`config.mk`:
```
export PLATFORM = sky130hd
export DESIGN_NAME = imm_gen_pipe
export DESIGN_NICKNAME = d
export VERILOG_FILES = /design/src/rtl/imm_gen_pipe_pkg.sv /design/src/rtl/imm_gen_pipe_decode.sv /design/src/rtl/imm_gen_pipe.sv
export SDC_FILE = /design/constraint.sdc
export NUM_CORES = 1
export LEC_CHECK = 0
export BUFFER_PORTS_ARGS = -buffer_cell sky130_fd_sc_hd__clkbuf_2
export CORE_ASPECT_RATIO = 1.4
export CORE_UTILIZATION = 58
export CTS_CLUSTER_DIAMETER = 40
export DETAILED_ROUTE_END_ITERATION = 10
export GPL_TIMING_DRIVEN = 0
export HOLD_SLACK_MARGIN = 0.08
export PLACE_DENSITY = 0.85
export SYNTH_ARGS = -nofsm -noshare
export SYNTH_HDL_FRONTEND = slang
export SYNTH_SLANG_ARGS = --single-unit
```
`constraint.sdc`:
```
create_clock -name clk -period 4.4 [get_ports clk]
set_input_delay 0.22 -clock clk [delete_from_list [all_inputs] [get_ports clk]]
set_output_delay 0.22 -clock clk [all_outputs]
set_load 0.03 [all_outputs]
```
`src/rtl/imm_gen_pipe_pkg.sv`:
```
// imm_pkg: shared definitions for the immediate generator.
//   - IMM_* format-select encodings seen on imm_src
//   - state_t: handshake FSM encodings (EMPTY / ONE / FULL)
//   - sign_ext(): widens a 32-bit immediate to 64 bits; callers keep the
//     low XLEN bits, so one helper serves both XLEN=32 and XLEN=64.
package imm_pkg;

    localparam logic [2:0] IMM_I = 3'b000;
    localparam logic [2:0] IMM_S = 3'b001;
    localparam logic [2:0] IMM_B = 3'b010;
    localparam logic [2:0] IMM_U = 3'b011;
    localparam logic [2:0] IMM_J = 3'b100;
    localparam logic [2:0] IMM_Z = 3'b101;

    typedef enum logic [1:0] {
        EMPTY = 2'b00,
        ONE   = 2'b01,
        FULL  = 2'b10
    } state_t;

    function automatic logic [63:0] sign_ext(input logic signed [31:0] val);
        logic signed [63:0] wide;
        wide = val;
        return wide;
    endfunction

endpackage

```
`src/rtl/imm_gen_pipe_decode.sv`:
```
// imm_decode: purely combinational RISC-V immediate decoder.
// Shared with the single-cycle core path.
//   instr   in  32    raw instruction (bits [6:0] unused)
//   imm_src in  3     format select (I/S/B/U/J, Z when enabled)
//   imm     out XLEN  decoded immediate, zero for an illegal select
//   illegal out 1     imm_src is not a legal format
// Optional: define IMM_GEN_ZICSR_EN to accept imm_src=101 (CSR uimm,
// zero-extended instr[19:15]); otherwise 101 is illegal.
module imm_decode
    import imm_pkg::*;
#(
    parameter int XLEN = 32
) (
    input  logic [31:0]     instr,
    input  logic [2:0]      imm_src,
    output logic [XLEN-1:0] imm,
    output logic            illegal
);

    logic signed [31:0] imm32;
    logic [63:0]        imm_wide;
    logic               unused_bits;

    always_comb begin
        imm32   = '0;
        illegal = 1'b0;
        case (imm_src)
            IMM_I: imm32 = {{20{instr[31]}}, instr[31:20]};
            IMM_S: imm32 = {{20{instr[31]}}, instr[31:25], instr[11:7]};
            IMM_B: imm32 = {{19{instr[31]}}, instr[31], instr[7],
                            instr[30:25], instr[11:8], 1'b0};
            IMM_U: imm32 = {instr[31:12], 12'b0};
            IMM_J: imm32 = {{11{instr[31]}}, instr[31], instr[19:12],
                            instr[20], instr[30:21], 1'b0};
`ifdef IMM_GEN_ZICSR_EN
            // CSR uimm: top bit is zero so the later sign extension is a zero extension
            IMM_Z: imm32 = {27'b0, instr[19:15]};
`endif
            default: illegal = 1'b1;
        endcase
    end

    // All formats are 32-bit values sign-extended to XLEN (U included for RV64)
    assign imm_wide = sign_ext(imm32);
    assign imm      = imm_wide[XLEN-1:0];

    assign unused_bits = ^{instr[6:0], imm_wide};

endmodule

```
`src/rtl/imm_gen_pipe.sv`:
```
// imm_gen_pipe: pipelined immediate generator between decode and execute.
// A beat accepted on in_* is decoded combinationally and registered into a
// main register (or a skid register when the output is stalled), so it is
// visible on out_* one cycle later. in_ready and out_valid are flops.
//   clk, rst_n            clock, asynchronous active-low reset
//   in_valid/in_ready     input handshake
//   instr, imm_src,in_tag input beat (tag is passed through untouched)
//   out_valid/out_ready   output handshake
//   imm_ext, out_tag      decoded immediate and its tag
//   out_illegal           beat had an illegal imm_src (imm_ext = 0)
//   illegal_cnt           saturating count of accepted illegal beats
// Optional: IMM_GEN_ZICSR_EN enables the Z (CSR uimm) format in imm_decode.
module imm_gen_pipe
    import imm_pkg::*;
#(
    parameter int XLEN  = 32,
    parameter int TAG_W = 5,
    parameter int CNT_W = 16
) (
    input  logic              clk,
    input  logic              rst_n,
    input  logic              in_valid,
    output logic              in_ready,
    input  logic [31:0]       instr,
    input  logic [2:0]        imm_src,
    input  logic [TAG_W-1:0]  in_tag,
    output logic              out_valid,
    input  logic              out_ready,
    output logic [XLEN-1:0]   imm_ext,
    output logic [TAG_W-1:0]  out_tag,
    output logic              out_illegal,
    output logic [CNT_W-1:0]  illegal_cnt
);

    function automatic logic [CNT_W-1:0] sat_inc(input logic [CNT_W-1:0] val);
        return (val == {CNT_W{1'b1}}) ? val : val + 1'b1;
    endfunction

    state_t state, state_nxt;

    logic accept;
    logic emit;
    logic load_main_in;
    logic load_main_skid;
    logic load_skid;

    logic [XLEN-1:0]  dec_imm;
    logic             dec_illegal;

    logic [XLEN-1:0]  imm_p0;
    logic [TAG_W-1:0] tag_p0;
    logic             ill_p0;

    logic [XLEN-1:0]  skid_imm_p0;
    logic [TAG_W-1:0] skid_tag_p0;
    logic             skid_ill_p0;

    imm_decode #(
        .XLEN(XLEN)
    ) u_decode (
        .instr   (instr),
        .imm_src (imm_src),
        .imm     (dec_imm),
        .illegal (dec_illegal)
    );

    assign accept = in_valid && in_ready;
    assign emit   = out_valid && out_ready;

    always_comb begin
        state_nxt      = state;
        load_main_in   = 1'b0;
        load_main_skid = 1'b0;
        load_skid      = 1'b0;
        case (state)
            EMPTY: begin
                if (accept) begin
                    state_nxt    = ONE;
                    load_main_in = 1'b1;
                end
            end
            ONE: begin
                if (accept && !emit) begin
                    // Main is stalled: park the new beat behind it
                    state_nxt = FULL;
                    load_skid = 1'b1;
                end else if (emit && !accept) begin
                    state_nxt = EMPTY;
                end else if (accept && emit) begin
                    load_main_in = 1'b1;
                end
            end
            FULL: begin
                if (emit) begin
                    state_nxt      = ONE;
                    load_main_skid = 1'b1;
                end
            end
            default: state_nxt = EMPTY;
        endcase
    end

    // Handshake flags are registered copies of the next state so that
    // neither depends combinationally on in_valid or out_ready.
    always_ff @(posedge clk or negedge rst_n) begin
        if (!rst_n) begin
            state     <= EMPTY;
            out_valid <= 1'b0;
            in_ready  <= 1'b1;
        end else begin
            state     <= state_nxt;
            out_valid <= (state_nxt != EMPTY);
            in_ready  <= (state_nxt != FULL);
        end
    end

    // Stage p0: main (output) register and skid register
    always_ff @(posedge clk or negedge rst_n) begin
        if (!rst_n) begin
            imm_p0      <= '0;
            tag_p0      <= '0;
            ill_p0      <= 1'b0;
            skid_imm_p0 <= '0;
            skid_tag_p0 <= '0;
            skid_ill_p0 <= 1'b0;
        end else begin
            if (load_main_in) begin
                imm_p0 <= dec_imm;
                tag_p0 <= in_tag;
                ill_p0 <= dec_illegal;
            end else if (load_main_skid) begin
                imm_p0 <= skid_imm_p0;
                tag_p0 <= skid_tag_p0;
                ill_p0 <= skid_ill_p0;
            end
            if (load_skid) begin
                skid_imm_p0 <= dec_imm;
                skid_tag_p0 <= in_tag;
                skid_ill_p0 <= dec_illegal;
            end
        end
    end

    always_ff @(posedge clk or negedge rst_n) begin
        if (!rst_n) begin
            illegal_cnt <= '0;
        end else if (accept && dec_illegal) begin
            illegal_cnt <= sat_inc(illegal_cnt);
        end
    end

    assign imm_ext     = imm_p0;
    assign out_tag     = tag_p0;
    assign out_illegal = ill_p0;

endmodule

```
==> qor.csv <==
metric,value,unit
syn_inst,408,
use_met1,36.48,%
top_usage_layer,met2,
grt_pass1_vias,3537,
power,3.295,mW
dp.cells,596,
r2r-end,imm_ext[23],
coreArea,7072,um2
cellPowerDensity,643.6,nW/um2
finish.utilization,72.38,%
p_leak,2.457,nW
cp.arrival,2220,ps
detail_route.wl_per_cell,17.07,um
dieArea,7781,um2
clockBufferDepth,2,
synth-simple-area-share,14.81,%
combinationalPowerShare,39.6,%
p_switching,1.386,mW
skew,7.987,ps
min_path_type,input pin to flip-flop,
cp-start-kind,flip-flop,
start_util,60.92,%
drtIter0Drc,329,
final_cell_mix,"dfrtp_1 (95), clkbuf_2 (91), o21ai_0 (50)",
ys_seq_elements,96,
yosys-top-cells-area,"dfrtp_1 (55%), o21ai_0 (5.8%), nand2_1 (3.7%), a21oi_1 (3.7%), a22oi_1 (3.3%)",
synth-compound-area-share,18.82,%
clk_pin_slew,90,ps
ys.flop_type,dfrtp_1,
place_congestion,0.8278,
endpoint,imm_ext[23],
finalNonFillerCells,613,
grt_use_total,28.92,%
yosys.area.top_type,dfrtp_1,
cts_sinks,96,
dp_hpwl,7509,um
reg2reg_from,state[0],
antenna_found_initial,0,
clockPowerShare,16.7,%
hold_viol_final,0,
end_kind,flip-flop,
grt_pass1_wl,16970,um
maxClockFrequency,0.5185,GHz
cts_max_level,3,
r2r_slack,2470,ps
grtUsageMet3,5.620,%
antenna_left,0,
muxShareOfSynthArea,4.211,%
p_int,1.908,mW
finish.net_count,558,
synth_area,4308,um2
tightestPinTransition,688.2,ps
ioPinCount,100,
synth_nets,453,
syn_avg_cell_area,10.56,um2
final_common_cell,dfrtp_1,
area.growth.synth_to_final,18.82,%
finalSetupTns,0,ps
sw_frac_of_total,42.07,%
synthArstFlopShare,100.0,%
rsz0062_at_grt,no,
fillers,507,
max-slew-margin-rel,54.12,%
critPathLaunch,state[0],
synth_top_family_by_area,compound AO/OA/AOI/OAI gates,
ys_warn_count,0,
period_share,43.83,%
status,"complete, no violations",
register_area,2404,um2
slew_violations,0,
cts_resized,0,
worstPathRequired,4690,ps
grt_overflow,0,
ir_worst_vdd,406.1,uV
path_class,flip-flop to flip-flop,
first_pass_iters,5,
grt_max_degree,51,
clockRootBuffer,clkbuf_8,
die_height,104.0,um
synth-xor-area-share,2.643,%
cp_max_fo,10,
vias_per_cell,5.946,
cts_buffers,9,
die_x,74.84,um
yosys.area_share.adder,0.5228,%
yosys.area.top_type_share,55.18,%
port_buffers,92,
synth_seq_area_share,55.79,%
fin_crit,1929,ps
layout-drive-gt1-share,27.61,%
antennaDiodeCount,0,
setup-violations-final,0,
yosys.cell_types.count,50,
drc,0,
worstRegToRegCells,6,
core.rowCount,36,
vias,3645,
clk_latency,370,ps
cts_tree,built,
p_seq_share,43.6,%
wirelength,10460,um
cap_violations,0,
use_met2,46.53,%
synth_enable_flop_cells,0,
multi_input_area,1767,um2
==> cell usage after synthesis, types with 7 or more instances <==
library cell / count
a21oi_1: 32
mux2_2: 9
clkbuf_1: 8
nor2_1: 13
nand2b_1: 7
xnor2_1: 8
nand3_1: 10
o21ai_0: 50
mux2i_1: 8
nand4_1: 8
a22oi_1: 19
dfrtp_1: 95
inv_1: 8
nand2_1: 43
buf_2: 14
==> area by class of cell <==
type,count,area share [%]
buffer,23,2.102
inverter,8,0.5867
clock inverter,4,0.5133
multi-input combinational,281,34.51
clock buffer,12,3.227
sequential,96,46.96
timing repair buffer,94,9.778
tap,95,2.322
==> worst max-delay path: stages (launching register included) <==
cell and delay [ps]:
dfrtp_1 480, and4b_1 220, buf_2 180, a211oi_4 410
buf_2 340, a22oi_1 110, o21ai_0 110
==> cells by family after synthesis <==
group,count (synthesis)
adders and majority gates,2
and+or+nand+nor,119
AOI/OAI and AO/OA,130
xor gates and xnor gates,13
DFF,96
muxes,17
buffers and inverters,31
==> worst min path at each step <==
stage | endpoint | slack [ps] | from | depth (start not counted)
final | skid_tag_p0[3] | 100 | in_tag[3] | 2
after global routing | skid_tag_p0[1] | 100 | in_tag[1] | 2
after CTS | skid_tag_p0[3] | 90 | in_tag[3] | 2
after detailed placement | out_tag[0] | 320 | rst_n | 1
after global placement | skid_imm_p0[13] | 460 | skid_imm_p0[13] | 2
after floorplan | illegal_cnt[0] | -80 | rst_n | 0
==> power groups by stage <==
stage                     logic (mW)  clock network (mW)  registers, mW
after floorplan                0.585                   0           1.73
after global placement          1.26                   0           1.42
after detailed placement        1.30                   0           1.45
after CTS                       1.31               0.561           1.43
after global routing            1.42               0.594           1.47
final                           1.31               0.551           1.44
==> timing repair <==
action | in CTS | in global routing
hold buffers | 1 | 0
setup buffers | 0 | 0
endpoints found under the hold margin | 45 | 0
==> per-layer routing <==
metal	wire, um	vias up
met3	567	33
met1	4263	1775
met5	0	-
met2	5313	148
met4	318	0
li1	-	1689
==> sequential cells by signal (all words and copies together), names as in the netlist <==
| signal | flops |
|---|---|
| in_ready | 1 |
| illegal_cnt | 16 |
| state | 2 |
| skid_tag_p0 | 5 |
| imm_ext | 32 |
| skid_imm_p0 | 32 |
| out_illegal | 1 |
| out_tag | 5 |
| out_valid | 1 |
| skid_ill_p0 | 1 |
==> per-stage QoR <==
step | instance area [um2] | hold slack (ps) | setup slack [ps]
floorplan | 4308 | -75.59 | 2532
global placement | 4887 | 461.0 | 2005
detailed placement | 4917 | 320.3 | 2535
CTS | 5119 | 86.13 | 2513
global route | 5119 | 104.3 | 2410
finish | 5119 | 97.48 | 2471
Note: power is estimated with default switching activity, not from simulation.
